[src/rtl/ysyx_22041211_csr_ctrl_pkg.sv]
// Shared definitions for the ysyx_22041211 CSR access initiator:
// CSR addresses, request op encodings, mcause/mstatus constants, FSM states.
package ysyx_22041211_csr_ctrl_pkg;

  // Machine-mode CSR addresses touched by trap sequencing
  localparam logic [11:0] CSR_MSTATUS = 12'h300;
  localparam logic [11:0] CSR_MTVEC   = 12'h305;
  localparam logic [11:0] CSR_MEPC    = 12'h341;
  localparam logic [11:0] CSR_MCAUSE  = 12'h342;

  // Environment call from M-mode
  localparam int MCAUSE_ECALL = 11;

  // mstatus field positions
  localparam int MSTATUS_MIE    = 3;
  localparam int MSTATUS_MPIE   = 7;
  localparam int MSTATUS_MPP_LO = 11;
  localparam int MSTATUS_MPP_HI = 12;

  typedef enum logic [2:0] {
    OP_CSRRW = 3'd0,
    OP_CSRRS = 3'd1,
    OP_CSRRC = 3'd2,
    OP_ECALL = 3'd3,
    OP_MRET  = 3'd4,
    OP_ILL5  = 3'd5,
    OP_ILL6  = 3'd6,
    OP_ILL7  = 3'd7
  } csr_op_e;

  typedef enum logic [3:0] {
    S_IDLE    = 4'd0,
    S_EXEC    = 4'd1,
    S_T_EPC   = 4'd2,
    S_T_CAUSE = 4'd3,
    S_T_STAT  = 4'd4,
    S_T_VEC   = 4'd5,
    S_R_STAT  = 4'd6,
    S_R_EPC   = 4'd7,
    S_RESP    = 4'd8
  } csr_state_e;

  function automatic logic is_csrrx(input csr_op_e op);
    return (op == OP_CSRRW) || (op == OP_CSRRS) || (op == OP_CSRRC);
  endfunction

  function automatic logic is_trap(input csr_op_e op);
    return (op == OP_ECALL) || (op == OP_MRET);
  endfunction

endpackage

[src/rtl/ysyx_22041211_csr_alu.sv]
// Combinational CSR read-modify-write unit: new value and write enable
// for csrrw/csrrs/csrrc given the old CSR value and rs1.
module ysyx_22041211_csr_alu
  import ysyx_22041211_csr_ctrl_pkg::*;
#(
  parameter int DATA_WIDTH = 32
) (
  input  csr_op_e               op_i,
  input  logic [DATA_WIDTH-1:0] old_i,
  input  logic [DATA_WIDTH-1:0] src_i,
  input  logic                  src_zero_i,
  output logic [DATA_WIDTH-1:0] wdata_o,
  output logic                  we_o
);

  // csrrs/csrrc with rs1 = x0 are pure reads and must not write
  always_comb begin
    wdata_o = '0;
    we_o    = 1'b0;
    case (op_i)
      OP_CSRRW: begin
        wdata_o = src_i;
        we_o    = 1'b1;
      end
      OP_CSRRS: begin
        wdata_o = old_i | src_i;
        we_o    = ~src_zero_i;
      end
      OP_CSRRC: begin
        wdata_o = old_i & ~src_i;
        we_o    = ~src_zero_i;
      end
      default: begin
        wdata_o = '0;
        we_o    = 1'b0;
      end
    endcase
  end

endmodule

[src/rtl/ysyx_22041211_csr_ctrl.sv]
// CSR access initiator: sequences csrrw/csrrs/csrrc, ecall and mret into
// single-port accesses of the CSR file and issues trap/return redirects.
// Optional build macro YSYX_22041211_MSTATUS_UPD_EN adds the mstatus
// read-modify-write step to ecall (T_STAT) and mret (R_STAT).
module ysyx_22041211_csr_ctrl
  import ysyx_22041211_csr_ctrl_pkg::*;
#(
  parameter int DATA_WIDTH = 32,
  parameter int ADDR_WIDTH = 32
) (
  input  logic                  clk,
  input  logic                  rst,
  input  logic                  req_valid,
  output logic                  req_ready,
  input  logic [2:0]            req_op,
  input  logic [11:0]           req_csr_addr,
  input  logic [DATA_WIDTH-1:0] req_src,
  input  logic                  req_src_zero,
  input  logic [ADDR_WIDTH-1:0] req_pc,
  output logic [11:0]           csr_addr,
  output logic [DATA_WIDTH-1:0] csr_wdata,
  output logic                  csr_we,
  input  logic [DATA_WIDTH-1:0] csr_rdata,
  output logic                  resp_valid,
  output logic [DATA_WIDTH-1:0] resp_rd_data,
  output logic                  resp_err,
  output logic                  redirect_valid,
  output logic [ADDR_WIDTH-1:0] redirect_pc
);

  csr_state_e            state_q, state_d;
  csr_op_e               op_q;
  logic [11:0]           addr_q;
  logic [DATA_WIDTH-1:0] src_q;
  logic                  src_zero_q;
  logic [ADDR_WIDTH-1:0] pc_q;
  logic [DATA_WIDTH-1:0] old_q, old_d;
  logic [ADDR_WIDTH-1:0] tgt_q, tgt_d;
  logic [DATA_WIDTH-1:0] alu_wdata;
  logic                  alu_we;
  logic                  accept;

  // Trap entry: stack MIE into MPIE, disable interrupts, stay in M-mode
  function automatic logic [DATA_WIDTH-1:0] mstatus_on_trap(input logic [DATA_WIDTH-1:0] s);
    logic [DATA_WIDTH-1:0] r;
    r = s;
    r[MSTATUS_MPIE] = s[MSTATUS_MIE];
    r[MSTATUS_MIE]  = 1'b0;
    r[MSTATUS_MPP_HI:MSTATUS_MPP_LO] = 2'b11;
    return r;
  endfunction

  // Trap return: restore MIE from MPIE, set MPIE, MPP stays M-mode
  function automatic logic [DATA_WIDTH-1:0] mstatus_on_mret(input logic [DATA_WIDTH-1:0] s);
    logic [DATA_WIDTH-1:0] r;
    r = s;
    r[MSTATUS_MIE]  = s[MSTATUS_MPIE];
    r[MSTATUS_MPIE] = 1'b1;
    r[MSTATUS_MPP_HI:MSTATUS_MPP_LO] = 2'b11;
    return r;
  endfunction

  assign req_ready = (state_q == S_IDLE) & ~rst;
  assign accept    = req_valid & req_ready;

  ysyx_22041211_csr_alu #(
    .DATA_WIDTH (DATA_WIDTH)
  ) u_alu (
    .op_i       (op_q),
    .old_i      (csr_rdata),
    .src_i      (src_q),
    .src_zero_i (src_zero_q),
    .wdata_o    (alu_wdata),
    .we_o       (alu_we)
  );

  // Control state: FSM register and the latched op (reset to a benign value)
  always_ff @(posedge clk) begin
    if (rst) begin
      state_q <= S_IDLE;
      op_q    <= OP_CSRRW;
    end else begin
      state_q <= state_d;
      if (accept) op_q <= csr_op_e'(req_op);
    end
  end

  // Request payload and captured read results; only meaningful once accepted
  always_ff @(posedge clk) begin
    if (accept) begin
      addr_q     <= req_csr_addr;
      src_q      <= req_src;
      src_zero_q <= req_src_zero;
      pc_q       <= req_pc;
    end
    old_q <= old_d;
    tgt_q <= tgt_d;
  end

  // Next-state and CSR-port/response drive; rst kills any write or pulse this cycle
  always_comb begin
    state_d        = state_q;
    old_d          = old_q;
    tgt_d          = tgt_q;
    csr_addr       = '0;
    csr_wdata      = '0;
    csr_we         = 1'b0;
    resp_valid     = 1'b0;
    resp_rd_data   = '0;
    resp_err       = 1'b0;
    redirect_valid = 1'b0;
    redirect_pc    = '0;

    case (state_q)
      S_IDLE: begin
        if (accept) begin
          case (csr_op_e'(req_op))
            OP_CSRRW, OP_CSRRS, OP_CSRRC: state_d = S_EXEC;
            OP_ECALL: state_d = S_T_EPC;
`ifdef YSYX_22041211_MSTATUS_UPD_EN
            OP_MRET:  state_d = S_R_STAT;
`else
            OP_MRET:  state_d = S_R_EPC;
`endif
            default:  state_d = S_RESP;
          endcase
        end
      end
      S_EXEC: begin
        csr_addr  = addr_q;
        csr_wdata = alu_wdata;
        csr_we    = alu_we;
        old_d     = csr_rdata;
        state_d   = S_RESP;
      end
      S_T_EPC: begin
        csr_addr  = CSR_MEPC;
        csr_wdata = DATA_WIDTH'(pc_q);
        csr_we    = 1'b1;
        state_d   = S_T_CAUSE;
      end
      S_T_CAUSE: begin
        csr_addr  = CSR_MCAUSE;
        csr_wdata = DATA_WIDTH'(MCAUSE_ECALL);
        csr_we    = 1'b1;
`ifdef YSYX_22041211_MSTATUS_UPD_EN
        state_d   = S_T_STAT;
`else
        state_d   = S_T_VEC;
`endif
      end
      S_T_STAT: begin
        csr_addr  = CSR_MSTATUS;
        csr_wdata = mstatus_on_trap(csr_rdata);
        csr_we    = 1'b1;
        state_d   = S_T_VEC;
      end
      S_T_VEC: begin
        // Direct mode only: the mode bits are masked off the base
        csr_addr  = CSR_MTVEC;
        tgt_d     = ADDR_WIDTH'(csr_rdata & ~DATA_WIDTH'(3));
        state_d   = S_RESP;
      end
      S_R_STAT: begin
        csr_addr  = CSR_MSTATUS;
        csr_wdata = mstatus_on_mret(csr_rdata);
        csr_we    = 1'b1;
        state_d   = S_R_EPC;
      end
      S_R_EPC: begin
        csr_addr  = CSR_MEPC;
        tgt_d     = ADDR_WIDTH'(csr_rdata);
        state_d   = S_RESP;
      end
      S_RESP: begin
        resp_valid = 1'b1;
        if (is_csrrx(op_q)) resp_rd_data = old_q;
        resp_err = ~is_csrrx(op_q) & ~is_trap(op_q);
        if (is_trap(op_q)) begin
          redirect_valid = 1'b1;
          redirect_pc    = tgt_q;
        end
        state_d = S_IDLE;
      end
      default: state_d = S_IDLE;
    endcase

    if (rst) begin
      state_d        = S_IDLE;
      csr_addr       = '0;
      csr_wdata      = '0;
      csr_we         = 1'b0;
      resp_valid     = 1'b0;
      resp_rd_data   = '0;
      resp_err       = 1'b0;
      redirect_valid = 1'b0;
      redirect_pc    = '0;
    end
  end

endmodule

[config.mk]
export PLATFORM = sky130hd
export DESIGN_NAME = ysyx_22041211_csr_ctrl
export DESIGN_NICKNAME = d
export VERILOG_FILES = /design/src/rtl/ysyx_22041211_csr_ctrl_pkg.sv /design/src/rtl/ysyx_22041211_csr_alu.sv /design/src/rtl/ysyx_22041211_csr_ctrl.sv
export SDC_FILE = /design/constraint.sdc
export NUM_CORES = 1
export LEC_CHECK = 0
export BUFFER_PORTS_ARGS = -buffer_cell sky130_fd_sc_hd__buf_2
export CAP_MARGIN = 20
export CELL_PAD_IN_SITES_DETAIL_PLACEMENT = 1
export CELL_PAD_IN_SITES_GLOBAL_PLACEMENT = 1
export CORE_MARGIN = 10
export CORE_UTILIZATION = 35
export DETAILED_ROUTE_END_ITERATION = 10
export PLACE_DENSITY_LB_ADDON = 0.1
export SLEW_MARGIN = 40
export SYNTH_ARGS = -nofsm -noshare
export SYNTH_HDL_FRONTEND = slang
export SYNTH_SLANG_ARGS = --single-unit
[constraint.sdc]
create_clock -name clk -period 3.9 [get_ports clk]
set_input_delay 0.975 -clock clk [delete_from_list [all_inputs] [get_ports clk]]
set_output_delay 0.975 -clock clk [all_outputs]
set_load 0.005 [all_outputs]
Word level (Yosys, flattened, before mapping):

Index checks and enable logic that the tools add are counted.

* register bits after elaboration: 148
* latch bits: 0
* RAM bits: 0
* memory bits (read-only): 0
* input bits: 115
* output and inout bits: 113
* word-level logic and storage cells: 74
* memories kept: 0

* add/sub/neg operators: 0
* multiply operators: 0
* divide/modulo/power cells: 0
* magnitude comparators: 0
* equal/unequal tests: 17
* shift-type cells: 0
* muxes and demuxes: 25
* bitwise operators: 10
* reductions and logical operators: 14

Operator list (count)
* 2-to-1 mux 32 bit: 7
* one-hot mux 32 bit (5 select lines): 1
* one-hot mux 32 bit (3 select lines): 1
* one-hot mux 32 bit (2 select lines): 1
* one-hot mux 12 bit (5 select lines): 1
* bitwise AND 32 bit: 1
* inverter 32 bit: 1
* OR 32 bit: 1
* one-hot mux 4 bit (5 select lines): 1
* == test 4 x 3 -> 1 bit (second input constant): 4
* == test 3 x 2 -> 1 bit (second input constant): 4
* 2-to-1 mux 12 bit: 1
* one-hot mux 4 bit (3 select lines): 1
* == test 4 x 2 -> 1 bit (second input constant): 2
* 2-to-1 mux 1 bit: 8
* OR reduction 2 bit: 4
* == test 3 x 1 -> 1 bit (second input constant): 2
* == test 3 bit (second input constant): 2
* logical NOT 3 bit: 2
* OR reduction 3 bit: 2
* == test 4 x 1 -> 1 bit (second input constant): 1
* == test 4 bit (second input constant): 1
* logical NOT 4 bit: 1
* 2-to-1 mux 4 bit: 1
* other kinds (7): 15

Longest topological paths before layout:

Gate-level depths: netlist of run 1.

* depth in word-level cells: 7
* gate-level depth with buffers: 6

Cells and area by module:

A second synthesis of run 1 with hierarchy kept.

* cell total of the unflattened synthesis: 577
* area, all modules: 7249.5 um2

By module, submodules not included
* ysyx_22041211_csr_ctrl: times used 1, cells an instance 426, area each 6055.8 um2, sequential area each 4374.2 um2
* ysyx_22041211_csr_alu: times used 1, cells an instance 151, area each 1193.6 um2, sequential area each 0.0 um2

Least setup slack after synthesis of run 1:

Ideal clock, no wire load.

* path type: register -> output
* start point: register state_q[1]
* end point: output csr_we
* data arrival time: 3.295 ns
* setup slack: -0.370 ns
* stages on the path, launching flop included: 5
* buffers on the path: 1
* path through: dfxtp_1 -> clkbuf_1 -> nor3_1 -> nand3_1 -> a21oi_1

* word-level cells in the longest chain between the ends: 4

Ends and longest elaborated chain
* from (decl): line ysyx_22041211_csr_ctrl.sv:31 `csr_state_e state_q, state_d;`
* from (signal assigned): line ysyx_22041211_csr_ctrl.sv:83 `state_q <= state_d;`
* == test 4 x 3 -> 1 bit / == test 4 x 2 -> 1 bit (equally long branches): line ysyx_22041211_csr_ctrl.sv:114 `case (state_q)`
* OR reduction 4 bit (no line)
* one-hot mux 1 bit (2 select lines) (*): line ysyx_22041211_csr_ctrl.sv:114
* 2-to-1 mux 1 bit (*): line ysyx_22041211_csr_ctrl.sv:188 `if (rst) begin`
* to (decl): line ysyx_22041211_csr_ctrl.sv:22 `output logic csr_we,`

Mark *: on every way between the ends. The rest lies on a longest branch, timed or not.

Final worst setup path of run 1:

* start point: register state_q[1]
* end point: output csr_wdata[15]

* word-level cells in the longest chain between the ends: 3

Ends and longest elaborated chain
* == test 4 x 3 -> 1 bit (tied with other cells): line ysyx_22041211_csr_ctrl.sv:114
* one-hot mux 32 bit (5 select lines) (*): line ysyx_22041211_csr_ctrl.sv:114
* 2-to-1 mux 32 bit (*): line ysyx_22041211_csr_ctrl.sv:188
* to (decl): line ysyx_22041211_csr_ctrl.sv:21 `output logic [DATA_WIDTH-1:0] csr_wdata,`

Marks and branches as above.

==> impl_metrics.tcl, run 1 <==
set metrics [dict create \
    setup_slack_ns 0.2258 \
    synth_top_area_cell "edfxtp_1" \
    fin_skew_ns 0.01012 \
    antenna_found_initial 0 \
    cts_buffer_depth 2 \
    max-vdd-ir-drop_mv 0.3148 \
    routed_wirelength_mm 22.45 \
    crit_path_end "csr_wdata[15]" \
    vias 5113 \
    drc_errors 0 \
    crit_path_end_kind "output port" \
    gp_congestion 0.8254 \
    min_from "req_csr_addr[11]" \
    synth_edf_count 141 \
    clkTransAtPathRegs_ns 0.06 \
    fp.dieH_um 156.2 \
    grt_usage_pct 18.18 \
    n_antenna_cell 0 \
    first_pass_iters 4 \
    synth.cell_area_sq_um 6489 \
    max_slew_margin_pct 49.66 \
    synthTopCellsByCount "edfxtp_1, and2_1, nor2_1" \
    postCtsHoldBufs 0 \
    crit_type "reg2out" \
    io_pins 228 \
    core-area_sq_um 18090 \
    cts-root-buf "clkbuf_16" \
    cts_buffers 17 \
    routedWlPerCell_um 23.23 \
    synth.distinct_cells 42 \
    min_path_type "in2reg" \
    setup_viol 0 \
    drive_gt1_share_pct 39.08 \
    rr_endpoint "op_q[2]" \
    yosysSeqAreaShare_pct 67.41 \
    cts.htree.levels 4 \
    leakage_nw 3.528 \
    cap_violations 0 \
    synth.most_common_cell "edfxtp_1" \
    post-dp-hpwl_mm 16.05 \
    die_width_um 156.2 \
    start_util_pct 35.88 \
    yosys_warnings 0 \
    grt_pass1_vias 5655 \
    setup_tns_ns 0 \
    rrSetupSlack_ns 1.26 \
    postSynthCellCount 499 \
    globalRoute.totalOverflow 0 \
    clock-sinks 148 \
    slew_viol_final 0 \
    clock_latency_ns 0.42 \
    power.density_nw_per_um2 472.7 \
    startpoint_type "flip-flop" \
    cts-resized-gates 0 \
    synth.top_cell.area_share_pct 65.25 \
    max_clock_freq_ghz 0.2722 \
    cp-startpoint "state_q[1]" \
    worstMarginPinSlew_ns 0.7540 \
    pre_cts_ws_ns 0.5880 \
    status "complete, no violations" \
    syn_area_per_cell_sq_um 13.00 \
    reg2reg_from "state_q[2]" \
    crit_required_ns 2.92 \
    first_iter_violations 266 \
    syn-num-nets 614 \
    period_needed_ns 3.674 \
    dieArea_sq_um 24390 \
    critical_path_arrival_ns 2.70 \
    grt_pass1_wl_mm 33.64 \
    cts_tree "built" \
    nFillCells 1946 \
    viasPerCell 5.293 \
    area_growth_pct 31.99 \
    ff2ff_path_depth 6 \
    finalHoldViolCount 0 \
    async_flop_share_pct 0 \
    num_rows 49 \
    grt_max_degree 36 \
    io_buffers 227 \
    path_max_fanout 17 \
    rsz0062_at_grt "false" \
    final_nets 839 \
    synth.top_cells.by_area "edfxtp_1, and2_1, a211oi_1" \
    timing.final.crit_share_pct 94.21 \
    yosys_most_used_dff "edfxtp_1" \
    postRouteAntennaNets 0 \
    cts_setup_buffers 0 \
    yosys_register_bits 148 \
]
sequential cells by signal, summed over array words and instances, names as in the netlist:
signal      cells
state_q         4
src_q          32
src_zero_q      1
op_q            3
pc_q           32
addr_q         12
old_q          32
tgt_q          32
through the flow:
stage / hold WS [ns] / cell area [sq um] / instances / utilization [%] / power, mW
after floorplan: 0.6139 / 6494 / 499 / - / 2.185
after CTS: 0.7053 / 8564 / 966 / 47.35 / 4.098
final: 0.7244 / 8564 / 966 / 47.35 / 4.049
after global routing: 0.6960 / 8564 / 966 / 47.35 / 4.229
after global placement: 0.7170 / 7975 / 934 / 44.10 / 2.426
after detailed placement: 0.7332 / 7975 / 934 / 44.10 / 2.447
worst min path at each step:
stage	endpoint	slack, ns	depth (start not counted)
after global routing	addr_q[0]	0.70	1
after detailed placement	op_q[0]	0.73	2
after CTS	addr_q[11]	0.71	1
final	addr_q[11]	0.72	1
after floorplan	op_q[0]	0.61	3
after global placement	op_q[0]	0.72	2
final cells by class:
type | instances | area (sq um) | share of cell area (%)
Multi-Input combinational cell | 306 | 1997 | 23.32
Inverter | 7 | 27.53 | 0.3214
Tap cell | 229 | 286.5 | 3.346
Sequential cell | 148 | 4375 | 51.09
Clock inverter | 14 | 160.2 | 1.870
Clock buffer | 18 | 429.2 | 5.011
Timing Repair Buffer | 244 | 1289 | 15.05
cell families (layout without fill, tap and decap cells):
family / after synthesis / in the layout / share of synthesized area [%]
XOR/XNOR: 1 / 1 / 0.1350
AND/OR/NAND/NOR: 150 / 150 / 12.88
flip-flops: 148 / 148 / 67.41
buffers and inverters: 45 / 283 / 2.873
AO/OA/AOI/OAI: 155 / 155 / 16.70
cell usage in the layout, fill, tap and decap left out, drive strengths merged, types with 3 or more instances in the layout:
cell type  count
a21oi         15
dfxtp          7
nor2          37
clkbuf        18
nor2b          5
a22oi         27
and3           8
a211oi        34
nand2         10
buf          244
and2          65
nor3           6
or2            3
bufinv         3
o21a          32
o21ai          8
clkinv        11
a31oi         31
nand3          4
edfxtp       141
inv            6
nand3b         3
routing by layer:
layer  GRT usage (%)  wire [um]  vias to the layer above
li1                -          -                     2346
met1           21.29       9040                     2544
met2           31.05      11430                      201
met3           6.010       1703                       22
met4           5.348        273                        0
met5               0          0                        -
critical path: stages (launching register included):
cell and delay, ns:
dfxtp_1 0.81, nor2b_4 0.62, buf_4 0.34, a22oi_1 0.11, nor2_1 0.14, o21a_1 0.16, buf_2 0.11
where the power goes:
| part | total (mW) | internal, mW | leakage (nW) | switching (mW) |
|---|---|---|---|---|
| combinational | 0.499 | 0.169 | 1.88 | 0.331 |
| clock | 1.64 | 1.00 | 0.289 | 0.640 |
| sequential | 1.91 | 1.85 | 1.36 | 0.0559 |
(Power assumes the default switching activity.)
==> inputs of run 2 (changes only) <==
==> constraint.sdc (replaced) <==
create_clock -name clk -period 3.9 [get_ports clk]
set_input_delay 0.39 -clock clk [delete_from_list [all_inputs] [get_ports clk]]
set_output_delay 0.39 -clock clk [all_outputs]
set_load 0.005 [all_outputs]
==> impl_metrics.tcl, run 2 (synthesis results as in run 1) <==
set metrics [dict create \
    first_pass_iters 4 \
    worstMarginPinSlew_ns 0.8173 \
    slowest_stage "dfxtp_1" \
    dr_wl_met3_mm 1.433 \
    postRouteAntennaNets 0 \
    antenna_found_initial 3 \
    post-dp-hpwl_mm 15.25 \
    setup_tns_ns 0 \
    path_max_fanout 32 \
    grt_pass1_vias 5608 \
    max-vdd-ir-drop_mv 0.2834 \
    fp.dieH_um 156.2 \
    power.density_nw_per_um2 470.2 \
    grt_max_degree 52 \
    nFillCells 1987 \
    io_buffers 227 \
    cts_setup_buffers 0 \
    start_util_pct 35.88 \
    clock-sinks 148 \
    leakage_nw 3.510 \
    min_path_type "in2reg" \
    cts_tree "built" \
    rr_endpoint "addr_q[3]" \
    final_nets 836 \
    critical_path.max_stage_delay_ns 0.65 \
    register_area_sq_um 4375 \
    wl_met2_mm 11.00 \
    clkTransAtPathRegs_ns 0.06 \
    instances_no_fill 966 \
    cts.htree.levels 4 \
    startpoint_type "flip-flop" \
    globalRoute.totalOverflow 0 \
    crit_type "reg2out" \
    slew_viol_final 0 \
    vias 4984 \
    die_width_um 156.2 \
    timing.final.crit_share_pct 82.37 \
    cap_violations 0 \
    cp-startpoint "state_q[0]" \
    num_rows 49 \
    crit_required_ns 3.51 \
    finalHoldViolCount 0 \
    area_growth_pct 32.12 \
    ff2ff_path_depth 5 \
    cts-root-buf "clkbuf_16" \
    whs_path_depth 1 \
    drc_errors 0 \
    gp_congestion 0.7626 \
    io_pins 228 \
    multi_input_area_sq_um 1991 \
    path_buf_inv 1 \
    max_slew_margin_pct 45.34 \
    fin_skew_ns 0.006232 \
    cts-resized-gates 0 \
    dieArea_sq_um 24390 \
    min_from "req_pc[18]" \
    cp_top_family "simple AND/OR/NAND/NOR gates" \
    clock_latency_ns 0.41 \
    postCtsHoldBufs 0 \
    cts_buffers 17 \
    setup_viol 0 \
    crit_chain "and2b_1, nand3_2, a211oi_1, o21a_1, buf_2" \
    routedWlPerCell_um 22.27 \
    mostFrequentLayoutCells "buf_2, edfxtp_1, and2_1" \
    rsz0062_at_grt "false" \
    reg2reg_from "state_q[3]" \
    hold_path_end "pc_q[18]" \
    highest_layer "met5" \
    rrSetupSlack_ns 1.48 \
    viasPerCell 5.159 \
    final_common_cell "buf_2" \
    grt_usage_pct 17.53 \
    met1_length_mm 8.920 \
    max_clock_freq_ghz 0.3113 \
    core-area_sq_um 18090 \
    critical_path_arrival_ns 2.82 \
    routed_wirelength_mm 21.51 \
    grt_pass1_wl_mm 32.66 \
    first_iter_violations 253 \
    drive_gt1_share_pct 38.83 \
    placed_cells 929 \
    cts_buffer_depth 2 \
    crit_path_end_kind "output port" \
    period_needed_ns 3.213 \
    status "complete, no violations" \
]
-- run 2: changes by cell type in the layout (fill, tap and decap cells not counted), sizes merged --
cell	change
buf	-3
clkbuf	+1
clkinv	-5
clkinvlp	+4
diode	+3
-- run 2: how the worst max path moves through the flow --
stage                    endpoint  depth (start not counted)
floorplan                tgt_q[0]                          3
global placement    csr_wdata[30]                          5
global route         csr_wdata[8]                          5
finish              csr_wdata[10]                          5
detailed placement  csr_wdata[30]                          5
CTS                 csr_wdata[30]                          5
-- run 2: routing by layer --
layer | global-route usage (%) | up-vias
met5 | 0 | -
met4 | 4.225 | 2
met3 | 5.955 | 10
met2 | 30.48 | 151
met1 | 20.33 | 2474
li1 | - | 2347
-- run 2: metrics by stage --
step           hold slack [ns]  setup slack, ns  util (%)  area [sq um]  total power, mW
4_1_cts                 0.1330           0.6576     47.13          8523            4.067
2_1_floorplan           0.4889          0.05195         -          6489            2.185
5_1_grt                 0.1219           0.4147     47.37          8568            4.204
3_3_place_gp            0.5663            1.203     43.85          7931            2.407
3_5_place_dp            0.5685            1.102     43.85          7931            2.429
6_report                0.1530           0.6874     47.40          8573            4.031
-- run 2: worst reg2reg max path, delay by kind of cell (launching register included) --
kind,cells,cell delay (ns)
flops,1,0.69
simple gates,2,0.35
buf+inv,3,1.08
-- run 2: final cells by class --
type                    count  area share, %
flip-flops and latches    148          51.04
multi-input cells         306          23.22
repair buffers            241          15.09
clock buffers              19          5.050
well taps                 229          3.342
clock inverters            13          1.853
inverters                   7         0.3211
diodes                      3        0.08757
-- run 2: where the power goes --
part	switching (mW)	total (mW)	internal, mW	leakage, nW
clock network	0.631	1.63	1.00	0.273
logic	0.328	0.492	0.164	1.88
registers	0.0516	1.90	1.85	1.36
==> inputs of run 3 (changes only) <==
clock period = 2.9 ns   (was 3.9 ns; I/O delays follow)
==> impl_metrics.tcl, run 3 (synthesis results as in run 1) <==
set metrics [dict create \
    status "complete, no violations" \
    first_iter_violations 206 \
    max_clock_freq_ghz 0.3661 \
    hold_path_end "src_q[30]" \
    routedWlPerCell_um 22.49 \
    drc_errors 0 \
    grt_usage_pct 17.54 \
    crit_path_end_kind "output port" \
    fin_skew_ns 0.007921 \
    slew_viol_final 0 \
    ff2ff_path_depth 5 \
    whs_path_depth 1 \
    setup_tns_ns 0 \
    cts.htree.levels 4 \
    power.density_nw_per_um2 633.3 \
    rr_endpoint "pc_q[14]" \
    num_rows 49 \
    period_needed_ns 2.732 \
    die_width_um 156.2 \
    fp.dieH_um 156.2 \
    core-area_sq_um 18090 \
    final_common_cell "buf_2" \
    dieArea_sq_um 24390 \
    min_from "req_src[30]" \
    routed_wirelength_mm 21.82 \
    setup_viol 0 \
    path_max_fanout 25 \
    area_growth_pct 33.63 \
    cts_buffer_depth 2 \
    cap_violations 0 \
    io_buffers 227 \
    mostFrequentLayoutCells "buf_2, edfxtp_1, and2_1" \
    gp_congestion 0.7899 \
    rrSetupSlack_ns 0.43 \
    worstMarginPinSlew_ns 0.7360 \
    postRouteAntennaNets 0 \
    critical_path_arrival_ns 2.44 \
    utilization_pct 47.94 \
    rsz0062_at_grt "false" \
    leakage_nw 3.554 \
    clock-sinks 148 \
    min_path_type "in2reg" \
    final_nets 843 \
    timing.final.crit_share_pct 94.19 \
    first_pass_iters 4 \
    startpoint_type "flip-flop" \
    io_pins 228 \
    globalRoute.totalOverflow 0 \
    finalHoldViolCount 0 \
    grt_pass1_vias 5586 \
    cts-root-buf "clkbuf_16" \
    clkTransAtPathRegs_ns 0.06 \
    clock_latency_ns 0.42 \
    max_slew_margin_pct 50.94 \
    max-vdd-ir-drop_mv 0.4033 \
    crit_type "reg2out" \
    start_util_pct 35.88 \
    viasPerCell 5.201 \
    antenna_found_initial 1 \
    cts_tree "built" \
    crit_required_ns 2.61 \
    grt_pass1_wl_mm 32.59 \
    reg2reg_from "state_q[2]" \
    cts_buffers 17 \
    grt_max_degree 51 \
    drive_gt1_share_pct 39.19 \
    vias 5045 \
    post-dp-hpwl_mm 15.93 \
]
run 3: cell count changes in the layout (fill, tap and decap cells not counted), moves of 2 or more:
cell        before  now
buf_12           2    5
buf_4           10   16
clkinvlp_4       5    3
clkinv_2         3    1
nor3_4           1    3
clkinv_1         2    4
diode_2          3    1
run 3: stage by stage:
stage	total power [mW]	setup slack [ns]	area (sq um)	hold WS [ns]	instances
2_1_floorplan	2.938	0.1773	6502	0.3889	499
3_3_place_gp	3.256	0.4690	8011	0.4663	936
3_5_place_dp	3.289	0.3194	8011	0.4683	936
4_1_cts	5.541	0.02500	8616	0.02743	967
5_1_grt	5.716	0.01453	8668	0.03181	969
6_report	5.491	0.1684	8671	0.03979	970
run 3: power breakdown:
| part | switching, mW | leakage [nW] | internal (mW) | total (mW) |
|---|---|---|---|---|
| Sequential | 0.0642 | 1.36 | 2.49 | 2.56 |
| Combinational | 0.459 | 1.91 | 0.237 | 0.695 |
| Clock | 0.816 | 0.283 | 1.42 | 2.24 |
run 3: how the worst max path moves through the flow:
stage | endpoint | slack (ns) | start | cells past startpoint
2_1_floorplan | tgt_q[0] | 0.18 | state_q[2] | 3
3_3_place_gp | csr_wdata[30] | 0.47 | state_q[2] | 6
3_5_place_dp | pc_q[19] | 0.32 | state_q[3] | 4
4_1_cts | redirect_pc[2] | 0.02 | state_q[2] | 6
5_1_grt | csr_wdata[30] | 0.01 | op_q[1] | 6
6_report | csr_wdata[16] | 0.17 | state_q[3] | 6
run 3: cell type report:
type	count	area, sq um
diodes	1	2.502
fillers	1939	9415
inverters	7	30.03
flip-flops and latches	148	4375
clock inverters	11	160.2
well taps	229	286.5
clock buffers	20	436.7
multi-input cells	306	2023
repair buffers	248	1356
run 3: critical path, stage by stage, from the launching register on:
cell,delay (ns)
dfxtp_1,0.40
buf_4,0.22
or2_1,0.36
nor3_4,0.48
buf_12,0.25
o21a_1,0.17
buf_2,0.12
run 3: repair_timing:
| item | CTS | global route |
|---|---|---|
| pin swaps | 0 | 1 |
| setup buffers | 0 | 2 |
| hold buffers | 0 | 0 |
| endpoints found under the setup margin | 7 | 38 |
| gates resized for setup | 1 | 2 |
run 3: layer usage:
layer  share of wire (%)  up-vias  track usage, %
met1                  40     2504           19.93
met5                   0        -               0
met2                  51      174           30.50
met3                 7.5       14           5.459
met4                0.98        0           6.157
li1                    -     2353               -
